## src/rtl/macro_slot_ctrl.sv

```systemverilog
// rtl/macro_slot_ctrl.sv - Wishbone slot controller routing user-area transfers to experiment macros
// Timeout counter, irq_o and STATUS are built only when MACRO_CTRL_TIMEOUT_EN is defined.
module macro_slot_ctrl #(
  parameter int NUM_SLOTS = 4,
  parameter int TIMEOUT   = 255
) (
  input  logic                    wb_clk_i,
  input  logic                    wb_rst_i,
  input  logic                    wbs_stb_i,
  input  logic                    wbs_cyc_i,
  input  logic                    wbs_we_i,
  input  logic [3:0]              wbs_sel_i,
  input  logic [31:0]             wbs_adr_i,
  input  logic [31:0]             wbs_dat_i,
  output logic                    wbs_ack_o,
  output logic [31:0]             wbs_dat_o,
  input  logic [NUM_SLOTS-1:0]    active_i,
  output logic [NUM_SLOTS-1:0]    s_cyc_o,
  output logic [NUM_SLOTS-1:0]    s_stb_o,
  output logic                    s_we_o,
  output logic [3:0]              s_sel_o,
  output logic [31:0]             s_adr_o,
  output logic [31:0]             s_dat_o,
  input  logic [NUM_SLOTS-1:0]    s_ack_i,
  input  logic [32*NUM_SLOTS-1:0] s_dat_i,
  output logic [NUM_SLOTS-1:0]    io_sel_o,
  output logic                    irq_o
);

  typedef enum logic [2:0] {IDLE, FWD, LOCAL, ERR, RESP} state_t;

  localparam logic [4:0] NUM_SLOTS_W = NUM_SLOTS[4:0];

  state_t      state, state_nx;
  logic [3:0]  slot_q;
  logic [3:0]  io_owner;
  logic [3:0]  req_slot;
  logic [15:0] active_ext;
  logic [15:0] ack_ext;
  logic        req_window, req_fwd, req_local;
  logic        slot_ack, timed_out;
  logic [31:0] slot_rdata, local_rdata, status_word;

  assign active_ext = 16'(active_i);
  assign ack_ext    = 16'(s_ack_i);
  assign req_slot   = wbs_adr_i[23:20];
  assign req_window = (wbs_adr_i[31:24] == 8'h30);
  assign req_local  = req_window && (req_slot == 4'hF);
  assign req_fwd    = req_window && ({1'b0, req_slot} < NUM_SLOTS_W) && active_ext[req_slot];
  assign slot_ack   = ack_ext[slot_q];

`ifdef MACRO_CTRL_TIMEOUT_EN
  localparam logic [7:0] TO_LAST = 8'(TIMEOUT - 1);

  logic [7:0] to_cnt;
  logic [7:0] to_count;
  logic [3:0] last_to_slot;
  logic       irq_q;

  // to_cnt holds the number of completed FWD cycles, so the strobe lives exactly TIMEOUT cycles
  assign timed_out   = (to_cnt == TO_LAST);
  assign status_word = {irq_q, 3'b0, last_to_slot, 16'b0, to_count};
  assign irq_o       = irq_q;

  always_ff @(posedge wb_clk_i or posedge wb_rst_i) begin
    if (wb_rst_i) begin
      to_cnt       <= '0;
      to_count     <= '0;
      last_to_slot <= '0;
      irq_q        <= 1'b0;
    end else begin
      to_cnt <= (state == FWD) ? to_cnt + 8'd1 : 8'd0;
      if (state == FWD && state_nx == ERR) begin
        irq_q        <= 1'b1;
        last_to_slot <= slot_q;
        if (to_count != 8'hFF) to_count <= to_count + 8'd1;
      end else if (state == LOCAL && s_we_o && s_adr_o[3:0] == 4'h4 && s_dat_o[31]) begin
        irq_q    <= 1'b0;
        to_count <= '0;
      end
    end
  end
`else
  assign timed_out   = 1'b0;
  assign status_word = '0;
  assign irq_o       = 1'b0;
`endif

  always_comb begin
    slot_rdata = '0;
    for (int k = 0; k < NUM_SLOTS; k++) begin
      if (slot_q == 4'(k)) slot_rdata = s_dat_i[32*k +: 32];
    end
  end

  always_comb begin
    local_rdata = '0;
    case (s_adr_o[3:0])
      4'h0:    local_rdata = {28'b0, io_owner};
      4'h4:    local_rdata = status_word;
      default: local_rdata = '0;
    endcase
  end

  always_comb begin
    io_sel_o = '0;
    for (int k = 0; k < NUM_SLOTS; k++) begin
      io_sel_o[k] = (io_owner == 4'(k)) && active_i[k];
    end
  end

  always_ff @(posedge wb_clk_i or posedge wb_rst_i) begin
    if (wb_rst_i) state <= IDLE;
    else          state <= state_nx;
  end

  always_comb begin
    state_nx = state;
    s_cyc_o  = '0;
    s_stb_o  = '0;
    case (state)
      IDLE: begin
        if (wbs_cyc_i && wbs_stb_i) state_nx = req_fwd ? FWD : (req_local ? LOCAL : ERR);
      end
      FWD: begin
        for (int k = 0; k < NUM_SLOTS; k++) begin
          s_cyc_o[k] = (slot_q == 4'(k));
          s_stb_o[k] = (slot_q == 4'(k));
        end
        // abort beats a late slave ack; an ack on the terminal count beats the timeout
        if (!wbs_cyc_i)     state_nx = IDLE;
        else if (slot_ack)  state_nx = RESP;
        else if (timed_out) state_nx = ERR;
      end
      LOCAL:   state_nx = RESP;
      ERR:     state_nx = RESP;
      RESP:    state_nx = IDLE;
      default: state_nx = IDLE;
    endcase
  end

  always_ff @(posedge wb_clk_i or posedge wb_rst_i) begin
    if (wb_rst_i) begin
      slot_q    <= '0;
      io_owner  <= '0;
      s_we_o    <= 1'b0;
      s_sel_o   <= '0;
      s_adr_o   <= '0;
      s_dat_o   <= '0;
      wbs_ack_o <= 1'b0;
      wbs_dat_o <= '0;
    end else begin
      wbs_ack_o <= (state_nx == RESP);
      if (state == IDLE && wbs_cyc_i && wbs_stb_i) begin
        slot_q  <= req_slot;
        s_we_o  <= wbs_we_i;
        s_sel_o <= wbs_sel_i;
        s_adr_o <= wbs_adr_i;
        s_dat_o <= wbs_dat_i;
      end
      case (state)
        FWD: if (state_nx == RESP) wbs_dat_o <= slot_rdata;
        LOCAL: begin
          wbs_dat_o <= local_rdata;
          if (s_we_o && s_adr_o[3:0] == 4'h0 && s_sel_o[0]) io_owner <= s_dat_o[3:0];
        end
        ERR:     wbs_dat_o <= 32'hDEAD_DEAD;
        default: ;
      endcase
    end
  end

endmodule

```

## config.mk

```make
export PLATFORM = sky130hd
export DESIGN_NAME = macro_slot_ctrl
export DESIGN_NICKNAME = d
export VERILOG_FILES = /design/src/rtl/macro_slot_ctrl.sv
export SDC_FILE = /design/constraint.sdc
export NUM_CORES = 1
export LEC_CHECK = 0
export BUFFER_PORTS_ARGS = -buffer_cell sky130_fd_sc_hd__buf_2
export CORE_AREA = 2 2 126 128
export CTS_CLUSTER_DIAMETER = 60
export DETAILED_ROUTE_END_ITERATION = 10
export DIE_AREA = 0 0 128 130
export PLACE_DENSITY_LB_ADDON = 0.1
export SLEW_MARGIN = 25
export SYNTH_ARGS = -nofsm -noshare
export SYNTH_HDL_FRONTEND = slang
export SYNTH_SLANG_ARGS = --single-unit
```

## constraint.sdc

```tcl
create_clock -name wb_clk_i -period 3.65 [get_ports wb_clk_i]
set_input_delay 0.365 -clock wb_clk_i [delete_from_list [all_inputs] [get_ports wb_clk_i]]
set_output_delay 0.365 -clock wb_clk_i [all_outputs]
set_load 0.005 [all_outputs]
```

==> results of run 1 <==
==> per-layer routing <==
metal,share of wire,track usage,vias up,wire (µm)
li1,-,-,2306,-
met1,0.41,0.241,2405,7010
met2,0.49,0.338,213,8360
met3,0.076,0.0484,28,1300
met4,0.024,0.0795,0,417
met5,0,0,-,0
==> per-stage QoR <==
| stage | utilization | instances |
|---|---|---|
| floorplan | - | 446 |
| global route | 0.490 | 946 |
| CTS | 0.490 | 945 |
| detailed placement | 0.471 | 929 |
| finish | 0.490 | 946 |
| global placement | 0.471 | 929 |
==> area by class of cell <==
type / instances / share of cell area
well taps: 192 / 0.0318
repair buffers: 332 / 0.223
clock buffers: 10 / 0.0316
flip-flops and latches: 109 / 0.361
clock inverters: 6 / 0.00612
inverters: 4 / 0.00265
diodes: 1 / 0.000331
multi-input cells: 292 / 0.344
==> power groups by stage <==
stage / combinational (µW) / clock (µW) / sequential [µW]
6_report: 2010 / 949 / 1990
5_1_grt: 2220 / 1030 / 2060
4_1_cts: 2050 / 987 / 1990
3_5_place_dp: 2040 / 0 / 2000
3_3_place_gp: 2010 / 0 / 1990
2_1_floorplan: 1170 / 0 / 1970
==> cells by family (layout without fill, tap and decap cells) <==
group	count (synthesis)	after routing
buf+inv	45	352
flops	109	109
compound gates	92	92
other cells	1	2
mux	116	116
simple gates	83	83
==> worst min-delay path by stage <==
stage                       startpoint     endpoint  slack [ns]  cells past startpoint
after floorplan            io_owner[2]  io_owner[2]        0.50                      1
after global placement     s_dat_o[27]  s_dat_o[27]        0.48                      1
after detailed placement   s_adr_o[31]  s_adr_o[31]        0.49                      1
after CTS                 wbs_dat_i[8]   s_dat_o[8]        0.23                      2
after global routing          wb_rst_i   s_adr_o[9]        0.23                      2
final                         wb_rst_i   s_adr_o[9]        0.14                      2
==> registers in the layout (all words and copies together), names as in the netlist <==
| register | flops |
|---|---|
| s_adr_o | 32 |
| s_dat_o | 32 |
| wbs_dat_o | 32 |
| io_owner | 4 |
| s_sel_o | 4 |
| state | 3 |
| s_we_o | 1 |
| wbs_ack_o | 1 |
==> cells in the final DEF, fill, tap and decap left out, drive strengths merged, types with 3 or more instances in the layout <==
master / instances
clkbuf: 10
o211ai: 18
a211oi: 3
nand3b: 18
nor4: 4
buf: 332
nor2b: 4
nor3: 4
o41ai: 3
o21ai: 18
nor2: 14
dfrtp: 109
mux4: 11
o22a: 3
inv: 6
mux2: 79
nand2: 21
nand3: 3
o31ai: 19
nand2b: 3
mux2i: 26
a221oi: 17
==> worst reg2reg max path, cell delays in order (launching register included) <==
cell,delay (ns)
dfrtp_2,0.35
buf_4,0.49
nor4bb_1,0.37
a2bb2oi_2,0.09
buf_4,0.22
o21a_1,0.48
inv_2,0.27
mux2_2,0.36
==> metrics.md, run 1 <==
| Metric | Value |
|---|---|
| Hold_ws | 0.145 ns |
| Drt first-iter violations | 223 |
| Max rail drop VDD | 0.286 mV |
| Syn_area_per_cell | 12.4 µm² |
| Post-CTS Resized | 0 |
| Dpl cell area | 0.00727 mm² |
| Area contributors post-synth | dfrtp_1 49%, mux2_2 16%, mux2i_1 4.7%, mux4_2 4.5%, a221oi_1 2.7% |
| Final Hold Vio Count | 0 |
| Final Wtd Congestion | 0.881 |
| Sequential cell area | 0.00273 mm² |
| Worst reg2reg path depth | 7 |
| Worst Path Required | 3.88 ns |
| Slew @ Worst Pin | 0.922 ns |
| Post-synth top area share | 0.495 |
| Clk pin slew, worst setup/hold paths | 0.07 ns |
| Dpl hpwl | 13.0 mm |
| Final Cycle Share | 0.754 |
| Syn nets | 655 |
| Pre-CTS setup slack | 0.833 ns |
| Area delta synth->final | 37.2% |
| PnR worst setup slack | 0.899 ns |
| First-pass GRT wire length | 25.7 mm |
| Avg WL per Cell | 18.1 µm |
| Critical-path cell list | buf_4 -> nor4bb_1 -> a2bb2oi_2 -> buf_4 -> o21a_1 -> inv_2 -> mux2_2 |
| Final net count | 957 |
| F_max | 363 MHz |
| Via/cell ratio | 5.23 |
| Num rows | 46 |
| Setup bufs post-CTS | 0 |
| Post-Synth XOR/XNOR Area | 0 |
| Design area | 0.00756 mm² |
| Netlist cell types | 44 |
| CTS tree | done |
| Crit start category | flip-flop |
| Largest family of logic cells by synthesized area | multiplexers |
| Synth Cell Area | 0.00551 mm² |
| Fillers | 1457 |
| CP Capture Point | wbs_dat_o[1] |
| Most frequent cell after synthesis | dfrtp_1 |
| Top post-synthesis cells by count | 109 x dfrtp_1, 79 x mux2_2, 26 x mux2i_1 |
| Critical setup path kind | flip-flop to flip-flop |
| Critical Path Sink Type | flip-flop |
| Total stage count of the critical path | 7 |
| Adder-Cell Fraction of Synth Area | 0 |
| Internal Pwr Total | 3220 µW |
| R2R Path End | wbs_dat_o[1] |
| Compound-Gate Fraction of Synth Area | 0.124 |
| Global-route usage over all layers | 0.197 |
| Crit-path leading delay family | buffers and inverters |
| Worst Hold Class | input pin to asynchronous set/reset pin |
| Die Span X | 128 µm |
| P_sw | 1730 µW |
| Post-CTS Hold Buffers | 0 |
| Full die area | 0.0166 mm² |
| Inserted Clock Buffers | 9 |
| DRC | 0 |
| Mux contribution to synthesized area | 0.254 |
| Maximum fanout along the worst path | 59 |
| Clock share of power | 0.192 |
| Outcome | completed |
| Total number of vias | 4952 |
| Final setup viols | 0 |
| Fin Setup TNS | 0 ns |
| Min Tclk post-route | 2.75 ns |
| Sw Ratio | 0.349 |
| Routed WL | 17.1 mm |
| Antenna violations before repair | 2 |
| CTS max path bufs | 2 |
| Slew HR | 0.386 |
| Main synth FF type | dfrtp_1 |
| Register bit total from synthesis | 109 |
| H-tree depth | 3 |
| Root Buffer | clkbuf_16 |
| IO buf count | 322 |
| Cell count after synthesis | 446 |
| Largest net degree at the start of global routing | 83 |
| CP arrival | 2.98 ns |
| R2r setup slk | 0.90 ns |
| Drt first pass iters | 4 |
| Largest stage delay, worst path | 0.49 ns |
| Post-synth EDFFs | 0 |
| Total gr overflow | 0 |
| Async set-reset flop share out of synthesis | 1.00 |
| Comb power frac | 0.407 |
| Post-Synth Simple-Gate Area | 0.0874 |
| Reported max-cap violation count | 0 |
| Unrepaired setup endpoints after global routing | no |
| Total power | 4950 µW |
| Reg power frac | 0.402 |
| Vias in the first global route | 4886 |
| Synth warnings | 0 |
| Pwr Density | 654 mW/mm² |
| Worst Skew | 0.00520 ns |
| Post-synth top area cell | dfrtp_1 |
| Skew-Pair Late Insertion Delay | 0.35 ns |
| Buffers & Inverters on Critical Path | 3 |
| Total I/O pin count | 324 |
| Multi-input gate area | 0.00260 mm² |
| Starting density of the core | 0.357 |
| Clock sink total | 109 |
| Sequential-to-total area share from yosys stat | 0.495 |
| Worst Setup SP | s_adr_o[20] |
| Slew Viols, Final | 0 |
| Antenna-violating nets left | 0 |
| CP max-delay cell | buf_4 |
| Leakage | 0.00364 µW |
| Core Area | 0.0154 mm² |
| Most common cell on crit path | buf_4 |
| Die Height | 130 µm |
| Share of layout cells above drive strength 1 | 0.598 |
| Reg-to-reg startpoint | s_adr_o[20] |
Note: power is estimated with default switching activity, not from simulation.
==> inputs of run 2 (changes only) <==
- CORE_AREA: 2 2 126 128 -> 2 2 124 126
- DIE_AREA: 0 0 128 130 -> 0 0 126 128
- clock period: 3.65 -> 2.5 ns (I/O delays scaled with it)
==> metrics.md, run 2 (same netlist as run 1, synthesis figures left out) <==
| Metric | Value |
|---|---|
| Pwr Density | 961 mW/mm² |
| Total I/O pin count | 324 |
| Core Area | 0.0149 mm² |
| Hold_ws | 0.0563 ns |
| Dpl hpwl | 13.5 mm |
| Slew HR | 0.431 |
| R2r setup slk | 0.32 ns |
| R2R Path End | wbs_dat_o[10] |
| Worst reg2reg path depth | 5 |
| Crit start category | flip-flop |
| Die Height | 128 µm |
| Drt first pass iters | 4 |
| Top Registers | s_adr_o x32, s_dat_o x32, wbs_dat_o x32 |
| Clock sink total | 109 |
| Final Cycle Share | 0.890 |
| Share of layout cells above drive strength 1 | 0.597 |
| PnR worst setup slack | 0.275 ns |
| Full die area | 0.0161 mm² |
| Critical Path Sink Type | output port |
| Post-CTS Hold Buffers | 0 |
| Most frequent cells in the layout | 322 x buf_2, 107 x dfrtp_1, 79 x mux2_2, 26 x mux2i_1, 21 x nand2_1 |
| Worst Path Required | 2.25 ns |
| Utilization after layout | 0.516 |
| Reg-to-reg startpoint | s_adr_o[22] |
| Reported max-cap violation count | 0 |
| Via/cell ratio | 5.21 |
| Inserted Clock Buffers | 9 |
| CTS tree | done |
| Min Tclk post-route | 2.23 ns |
| Total power | 7370 µW |
| Clk pin slew, worst setup/hold paths | 0.07 ns |
| IO buf count | 322 |
| Total number of vias | 4947 |
| Setup bufs post-CTS | 0 |
| Most common cell after layout, fill and taps aside | buf_2 |
| Leakage | 0.00370 µW |
| Area delta synth->final | 39.2% |
| CP arrival | 1.98 ns |
| Max rail drop VDD | 0.449 mV |
| Vias in the first global route | 5131 |
| First-pass GRT wire length | 26.3 mm |
| DRC | 0 |
| H-tree depth | 3 |
| Worst Hold Class | input pin to asynchronous set/reset pin |
| Avg WL per Cell | 17.9 µm |
| Antenna-violating nets left | 0 |
| Slew @ Worst Pin | 0.852 ns |
| Final Wtd Congestion | 0.802 |
| Num rows | 45 |
| Fin Setup TNS | 0 ns |
| Final net count | 964 |
| Total gr overflow | 0 |
| Slew Viols, Final | 0 |
| Final Hold Vio Count | 0 |
| Worst Skew | 0.00815 ns |
| Global-route usage over all layers | 0.207 |
| Largest net degree at the start of global routing | 72 |
| Critical setup path kind | flip-flop to output port |
| Starting density of the core | 0.371 |
| Fillers | 1398 |
| Antenna violations before repair | 1 |
| Final setup viols | 0 |
| Die Span X | 126 µm |
| Routed WL | 17.0 mm |
| Root Buffer | clkbuf_16 |
| CTS max path bufs | 2 |
| Outcome | completed |
| Maximum fanout along the worst path | 29 |
| Drt first-iter violations | 211 |
| Pre-CTS setup slack | 0.178 ns |
| Unrepaired setup endpoints after global routing | no |
| Skew-Pair Late Insertion Delay | 0.35 ns |
| F_max | 449 MHz |
| Post-CTS Resized | 0 |
[run 2: layer usage]
layer,track usage,vias up,share of wire
li1,-,2324,-
met1,0.247,2398,0.40
met2,0.358,198,0.50
met3,0.0543,25,0.076
met4,0.0802,2,0.022
met5,0,-,0.00065
[run 2: cell type report]
type	count	area [µm²]	area share
Sequential cell	109	2730	0.356
Timing Repair Buffer	339	1780	0.232
Tap cell	188	235	0.0307
Multi-Input combinational cell	292	2600	0.339
Clock inverter	5	66.3	0.00864
Antenna cell	1	2.50	0.000326
Clock buffer	11	243	0.0316
Inverter	4	18.8	0.00245
[run 2: how the worst max path moves through the flow]
| stage | startpoint | endpoint | slack, ns | depth (start not counted) |
|---|---|---|---|---|
| floorplan | s_adr_o[22] | s_stb_o[2] | 0.49 | 6 |
| global placement | s_adr_o[21] | wbs_dat_o[20] | 0.19 | 5 |
| detailed placement | s_adr_o[21] | wbs_dat_o[20] | 0.18 | 5 |
| CTS | s_adr_o[21] | wbs_dat_o[20] | 0.16 | 5 |
| global route | s_adr_o[21] | s_stb_o[3] | 0.13 | 4 |
| finish | s_adr_o[21] | s_cyc_o[3] | 0.27 | 4 |
[run 2: worst max-delay path, cell delays in order, from the launching register on]
cell and delay [ns]:
dfrtp_2 0.39, buf_4 0.35, nand4bb_1 0.22, nor3_1 0.45, buf_2 0.21
[run 2: power breakdown]
part           total, µW  internal, µW  leakage (µW)  switching (µW)
registers           2860          2440       0.00134             419
clock network       1480           818      0.000148             664
logic               3030          1610       0.00221            1420
total               7370          4870       0.00370            2510
[run 2: metrics by stage]
step / std cells / area, µm²
after detailed placement: 932 / 7350
final: 949 / 7670
after global placement: 932 / 7350
after global routing: 948 / 7670
after floorplan: 446 / 5520
after CTS: 948 / 7660
